**src/rtl/int_regfile_wr_arb.sv**
```systemverilog
// Integer register file with one arbitrated write port shared by num_ports producers and two read ports.
// Optional build macro RF_ARB_FIXED_PRIO_EN swaps round-robin arbitration for fixed lowest-index priority.

module int_regfile_wr_arb #(
    parameter int data_width    = 32,
    parameter int num_regs      = 32,
    parameter int num_ports     = 3,
    parameter int reg_sel_width = $clog2(num_regs),
    parameter int port_width    = (num_ports > 1) ? $clog2(num_ports) : 1
) (
    input  logic                               clk,
    input  logic                               rst,
    input  logic [num_ports-1:0]               wr_req,
    input  logic [num_ports*reg_sel_width-1:0] wr_sel,
    input  logic [num_ports*data_width-1:0]    wr_data,
    output logic [num_ports-1:0]               wr_ack,
    input  logic [reg_sel_width-1:0]           rd_sel_a,
    output logic [data_width-1:0]              rd_data_a,
    input  logic [reg_sel_width-1:0]           rd_sel_b,
    output logic [data_width-1:0]              rd_data_b
);

    logic [data_width-1:0]    regs_q [num_regs];
    logic [num_ports-1:0]     ack_q;
    logic [num_ports-1:0]     ack_d;
    logic [num_ports-1:0]     elig_s;
    logic                     grant_s;
    logic [port_width-1:0]    grant_idx_s;
    logic [reg_sel_width-1:0] grant_sel_s;
    logic [data_width-1:0]    grant_data_s;
`ifndef RF_ARB_FIXED_PRIO_EN
    logic [port_width-1:0]    rr_ptr_q;
    logic [port_width-1:0]    rr_ptr_d;
    int                       scan_s;
`endif

    // Grant selection; a port with its ack high is still holding a serviced request.
    always_comb begin
        elig_s      = wr_req & ~ack_q;
        grant_s     = 1'b0;
        grant_idx_s = {port_width{1'b0}};
`ifdef RF_ARB_FIXED_PRIO_EN
        for (int i = num_ports - 1; i >= 0; i--) begin
            if (elig_s[i]) begin
                grant_s     = 1'b1;
                grant_idx_s = port_width'(i);
            end else begin
                grant_s     = grant_s;
            end
        end
`else
        scan_s = 0;
        for (int i = 0; i < num_ports; i++) begin
            scan_s = int'(rr_ptr_q) + i;
            if (scan_s >= num_ports) begin
                scan_s = scan_s - num_ports;
            end else begin
                scan_s = scan_s;
            end
            if (!grant_s && elig_s[scan_s]) begin
                grant_s     = 1'b1;
                grant_idx_s = port_width'(scan_s);
            end else begin
                grant_s     = grant_s;
            end
        end
`endif
    end

    // Mux out the granted port's destination and data, and build next-state ack/pointer.
    always_comb begin
        grant_sel_s  = wr_sel[grant_idx_s*reg_sel_width +: reg_sel_width];
        grant_data_s = wr_data[grant_idx_s*data_width +: data_width];
        ack_d        = {num_ports{1'b0}};
        if (grant_s) begin
            ack_d[grant_idx_s] = 1'b1;
        end else begin
            ack_d = {num_ports{1'b0}};
        end
`ifndef RF_ARB_FIXED_PRIO_EN
        if (!grant_s) begin
            rr_ptr_d = rr_ptr_q;
        end else if (grant_idx_s == port_width'(num_ports - 1)) begin
            rr_ptr_d = {port_width{1'b0}};
        end else begin
            rr_ptr_d = grant_idx_s + {{(port_width-1){1'b0}}, 1'b1};
        end
`endif
    end

    // State update: reset wins over any grant, so a request in flight at reset is dropped.
    always_ff @(posedge clk) begin
        if (!rst) begin
            for (int r = 0; r < num_regs; r++) begin
                regs_q[r] <= {data_width{1'b0}};
            end
            ack_q <= {num_ports{1'b0}};
`ifndef RF_ARB_FIXED_PRIO_EN
            rr_ptr_q <= {port_width{1'b0}};
`endif
        end else begin
            ack_q <= ack_d;
`ifndef RF_ARB_FIXED_PRIO_EN
            rr_ptr_q <= rr_ptr_d;
`endif
            if (grant_s && (grant_sel_s != {reg_sel_width{1'b0}})) begin
                regs_q[grant_sel_s] <= grant_data_s;
            end
        end
    end

    assign wr_ack    = ack_q;
    assign rd_data_a = (rd_sel_a == {reg_sel_width{1'b0}}) ? {data_width{1'b0}} : regs_q[rd_sel_a];
    assign rd_data_b = (rd_sel_b == {reg_sel_width{1'b0}}) ? {data_width{1'b0}} : regs_q[rd_sel_b];

    int_regfile_wr_arb_chk #(
        .data_width    (data_width),
        .num_ports     (num_ports),
        .reg_sel_width (reg_sel_width)
    ) u_chk (
        .clk        (clk),
        .rst        (rst),
        .wr_req     (wr_req),
        .grant_s    (grant_s),
        .grant_sel  (grant_sel_s),
        .grant_data (grant_data_s)
    );

endmodule

// Known-value checks on the control inputs and on the payload of whichever port is granted.
module int_regfile_wr_arb_chk #(
    parameter int data_width    = 32,
    parameter int num_ports     = 3,
    parameter int reg_sel_width = 5
) (
    input logic                     clk,
    input logic                     rst,
    input logic [num_ports-1:0]     wr_req,
    input logic                     grant_s,
    input logic [reg_sel_width-1:0] grant_sel,
    input logic [data_width-1:0]    grant_data
);

    a_rst_known: assert property (@(posedge clk) !$isunknown(rst));
    a_req_known: assert property (@(posedge clk) disable iff (!rst) !$isunknown(wr_req));
    a_grant_known: assert property (@(posedge clk) disable iff (!rst)
        grant_s |-> !$isunknown({grant_sel, grant_data}));

endmodule

```
**config.mk**
```make
export PLATFORM = sky130hd
export DESIGN_NAME = int_regfile_wr_arb
export DESIGN_NICKNAME = d
export VERILOG_FILES = /design/src/rtl/int_regfile_wr_arb.sv
export SDC_FILE = /design/constraint.sdc
export NUM_CORES = 2
export LEC_CHECK = 0
export ABC_AREA = 0
export BUFFER_PORTS_ARGS = -buffer_cell sky130_fd_sc_hd__buf_4
export CORE_MARGIN = 2
export CORE_UTILIZATION = 62
export DETAILED_ROUTE_END_ITERATION = 16
export HOLD_SLACK_MARGIN = 0.12
export PLACE_DENSITY = 0.86
export SLEW_MARGIN = 20
export SYNTH_ARGS = -nofsm -noshare
export SYNTH_HDL_FRONTEND = slang
export SYNTH_SLANG_ARGS = --single-unit
```
**constraint.sdc**
```tcl
create_clock -name clk -period 10.7 [get_ports clk]
set_input_delay 1.605 -clock clk [delete_from_list [all_inputs] [get_ports clk]]
set_output_delay 1.605 -clock clk [all_outputs]
set_load 0.05 [all_outputs]
```
# Word level (Yosys, flattened, before mapping)
# Memories as Yosys holds them, arrays and structs flattened.
# Cells that the tools add are included.
# W data, S select, Z words.
classes:
  add_sub_neg: 6
  mul: 1
  n_lt_le_gt_ge: 8
  n_eq_ne: 1
  shifts: 2
  mux: 30
  bitwise_logic: 2
  n_reduce_logical: 11
op_table:
  columns: ["op", "count"]
  rows:
  - ["$mux W32", 6]
  - ["$lt A32 B4 Y1 const B", 3]
  - ["$shiftx A96 B8 Y32", 1]
  - ["$reduce_or A32 Y1", 1]
  - ["$mux W1", 15]
  - ["$shiftx A15 B6 Y5", 1]
  - ["$logic_not A5 Y1", 2]
  - ["$mux W2", 4]
  - ["$sub A3 B2 Y4 const B", 2]
  - ["$bmux W1 S2", 3]
  - ["$ge A3 B2 Y1 const B", 2]
  - ["$mul A2 B3 Y5 const B", 1]
  - ["$mux W5", 1]
  - ["$reduce_bool A5 Y1", 1]
  - ["$logic_and A1 B1 Y1", 4]
  - ["$add A2 B1 Y3 const B", 1]
  - ["$add A2 B2 Y3 const B", 1]
  - ["$and A3 B3 Y3", 1]
  - ["$lt A2 B3 Y1 const B", 1]
  - ["$not A3 Y3", 1]
  - ["$sub A2 B2 Y3 const B", 1]
  - ["$add A2 B1 Y2 const B", 1]
  - ["$demux W1 S2", 1]
  - ["$eq A2 B2 Y1 const B", 1]
  - ["other kinds (4)", 5]
word_totals:
  register_bits: 5
  ram_bits: 1024
  input_bits: 126
  output_inout_bits: 67
  n_memories: 1
memory_table:
  columns: ["name", "depth", "word_bits", "read_ports", "rd_clocked_by_memory_dff", "write_ports", "line", "source"]
  rows:
  - ["regs_q", 32, 32, 2, 0, 32, "23", "logic [data_width-1:0] regs_q [num_regs];"]

# Logic depth before layout (Yosys ltp)
logic_depth:
  depth_word: 21
  mapped_depth: 13
  depth_no_buf: 8

# Worst setup path before layout
# Ideal clock, no wire load.
synth_timing:
  path_type: "in2reg"
  start: "input port wr_req[2]"
  end: "memory regs_q[18][0], enable pin"
  setup_time_ps: 466
  t_arrival_ps: 5849
  required_time_ps: 10234
  slack_ps: 4386
  cell_stages: 9
  n_path_buf: 3
  path_cell_list: "or3b_1 -> or2_1 -> or3_1 -> buf_2 -> buf_6 -> a2111oi_4 -> a211oi_2 -> clkbuf_1 -> o21ai_0"
synth_rtl:
  columns: ["element", "line", "source"]
  rows:
  - ["start, declared", "13", "input logic [num_ports-1:0] wr_req,"]
  - ["end, declared", "23", null]

# Worst setup path after layout
layout_timing:
  start: "input port rd_sel_a[1]"
  end: "output port rd_data_a[6]"
layout_via:
  elab_chain_len: 2
layout_lines:
  columns: ["element", "line", "source"]
  rows:
  - ["start, declared", "17", "input logic [reg_sel_width-1:0] rd_sel_a,"]
  - ["$mem_v2 Z32 W32 or $logic_not A5 Y1 (tied branches)", null, null]
  - ["$mux W32 (*)", "113", "assign rd_data_a = (rd_sel_a == {reg_sel_width{1'b0}}) ? {data_width{1'b0}} : regs_q[rd_sel_a];"]
  - ["end, declared", "18", "output logic [data_width-1:0] rd_data_a,"]
# Every way passes the cells marked *; elsewhere a longest branch is shown, timed or not.

==> flow_metrics.py <==
metrics = {
    "run_status": {
        "outcome": "finished, violations left",
        "violations": "DRC",
    },
    "place": {
        "post-dp-hpwl_um": 92900,
        "numPortBuffers": 192,
        "placed_cell_area_um2": 57700,
        "gp_congestion": 0.842,
    },
    "sta": {
        "maxSlewHeadroom": 0.182,
        "rsz0062_at_grt": "no",
        "timing.final.crit_share": 0.617,
        "report.final.slew_viol_count": 0,
        "tightest_slew_ns": 1.22,
        "setup_violations": 0,
        "fmax_mhz": 151,
        "fin_worst_skew_ns": 0.0273,
        "finalSetupTns_ns": 0,
        "fin_crit_ns": 6.61,
        "hold_viol": 0,
    },
    "critical_path": {
        "worstPathArrival_ns": 5.00,
        "crit_type": "input port to output pin",
        "cp_cell_sequence": "buf_8 > buf_12 > mux4_2 > mux4_2 > mux2i_1 > nor2_1 > buf_4",
        "end_kind": "output pin",
        "start_kind": "input port",
        "path_common_cell": "mux4_2",
        "crit_buf_inv": 3,
        "cpPeakStageDelay_ns": 0.77,
        "worstPathMaxFanout": 149,
        "required_ns": 9.10,
        "critical-path-slowest-cell": "buf_12",
        "cpLargestDelayFamily": "buffers and inverters",
    },
    "floorplanning": {
        "die_w_um": 303,
        "coreArea_um2": 88500,
        "die_height_um": 303,
        "die_area_um2": 91900,
        "initial_core_util": 0.627,
        "io_pins": 193,
        "row_count": 109,
    },
    "clock_network": {
        "hold_buffers": 0,
        "cts_tree": "built",
        "post_cts_resized": 0,
        "clk-insertion-delay-late_ns": 0.71,
        "cts_post_setup_buffers_inserted": 0,
        "clk_pin_slew_ns": 0.06,
        "clk_path_buf_depth": 3,
        "cts_max_level": 3,
        "cts-root-buf": "clkbuf_16",
        "cts_sinks": 1029,
        "numCtsBuffers": 103,
    },
    "layout": {
        "multi_input_area_um2": 23100,
        "areaGrowthSynthToFinish_pct": 10.5,
        "utilization": 0.693,
        "layout_common_cells": "edfxtp_1 (1024), nor3_1 (915), mux4_2 (640)",
        "layout_commonest_cell": "edfxtp_1",
        "layout-drive-gt1-share": 0.348,
        "fillerInstances": 5211,
        "register_area_um2": 30800,
        "layout.nets": 3612,
        "design_area_um2": 61300,
    },
    "synthesis": {
        "synth_top_area_frac": 0.554,
        "synthArstFlopShare": 0,
        "synth.cell_area_um2": 55500,
        "syn_area_per_cell_um2": 15.5,
        "ys_seq_elements": 1029,
        "ys_types": 53,
        "netlist_instances": 3589,
        "ys_warn_count": 0,
        "synth-seq-area-share": 0.556,
        "synth_ff_type": "edfxtp_1",
        "synth-edff-count": 1024,
        "yosysTopAreaCell": "edfxtp_1",
        "synthTopCellsByArea": "edfxtp_1 (55%), mux4_2 (26%), nor3_1 (8.3%)",
    },
    "global_route": {
        "grt_pass1_wl_um": 269000,
        "grt_start_max_net_pins": 157,
        "antenna_found_initial": 4,
        "grtUsageTotal": 0.411,
        "grt_pass1_vias": 40700,
        "grt_overflow": 0,
    },
    "pwr": {
        "p_per_area_nw_per_um2": 236,
        "p_leak_nw": 19.6,
        "irDropWorstVdd_mv": 0.653,
    },
    "run": {
        "drv_cap": 0,
    },
    "drt": {
        "drt-total-wl_um": 187000,
        "avgRoutedWirePerCell_um": 39.3,
        "drc": 2,
        "viasPerCell": 8.51,
        "ant_nets": 0,
        "drtIter0Drc": 7534,
        "dr.pass1.iters": 14,
        "route.vias.total": 40400,
    },
    "hold_path": {
        "hold_class": "flop to flop",
    },
}
## path summary, 6_finish.rpt
check,from,slack [ns],to,depth (start not counted)
worst min register to register,rr_ptr_q[0]$_SDFFE_PN0N_,0.54,rr_ptr_q[0]$_SDFFE_PN0N_,1
worst max-delay path,rd_sel_a[1],4.09,rd_data_a[6],7
worst min-delay path,rr_ptr_q[0]$_SDFFE_PN0N_,0.54,rr_ptr_q[0]$_SDFFE_PN0N_,1
worst max register to register,rr_ptr_q[0]$_SDFFE_PN0N_,4.84,regs_q[18][13]$_SDFFCE_PN0P_,10
## Yosys cell counts, types with 2 or more instances
cell type  instances
a211oi_4           2
o211ai_1           4
and3_1             2
nand2b_1           7
nor4b_1            2
o21ai_1            7
a21oi_1           40
or4_1              2
nor3_1           916
nor3_2            79
nor4_1            10
a31o_2            33
a211oi_2           7
inv_1              8
buf_4             13
clkbuf_1         323
o21ai_0           60
nand2_1           12
edfxtp_1        1024
nor2_1            75
o2111ai_1          2
o22ai_1            2
buf_1             83
a2111oi_2          3
buf_6             10
dfxtp_1            5
buf_2             84
o31ai_1            2
or3_1              2
o311ai_1           5
ha_1               3
nand3_1           32
mux2i_1           66
mux4_2           640
a211oi_1           6
## area by class of cell
class	count	area share
antenna	4	0.000163
clock buffer	119	0.0444
clock inverter	76	0.0142
inverter	8	0.000490
multi-input combinational	2070	0.377
sequential	1029	0.503
tap	1165	0.0238
timing repair buffer	271	0.0373
## per-layer routing
metal  track usage  up-vias  part of all wire
met2         0.611     5161              0.45
met5       0.00207        -           0.00059
li1              -    14600                 -
met3         0.161     1292              0.18
met4         0.269       16             0.084
met1         0.506    19300              0.28
## per-stage QoR
stage	cells	hold WS (ns)	worst slack (ns)	total power, W
finish	4742	0.537	4.09	0.0145
detailed placement	4540	0.522	4.12	0.0102
global route	4738	0.569	3.97	0.0146
floorplan	3620	0.489	4.39	0.00864
CTS	4735	0.539	4.10	0.0141
global placement	4540	0.502	4.08	0.0101
## registers in the layout, summed over array words and instances (netlist names)
name and cells:
regs_q 1024, wr_ack 3, rr_ptr_q 2
## power breakdown
part	total, W	leakage, nW	switching, W	internal (W)
logic	0.00531	7.26	0.00411	0.00121
registers	0.00523	10.6	0.000263	0.00496
clock network	0.00393	1.76	0.00164	0.00228
## cells by family after synthesis
logic type / after synthesis / synth area share
AO/OA/AOI/OAI: 182 / 0.0227
adder cells (fa/ha/maj): 3 / 0.000676
buffers and inverters: 521 / 0.0394
flip-flops: 1029 / 0.556
multiplexers: 706 / 0.272
other: 1 / 0.0000676
AND/OR/NAND/NOR: 1147 / 0.110
Power figures use the tool's default switching activity.
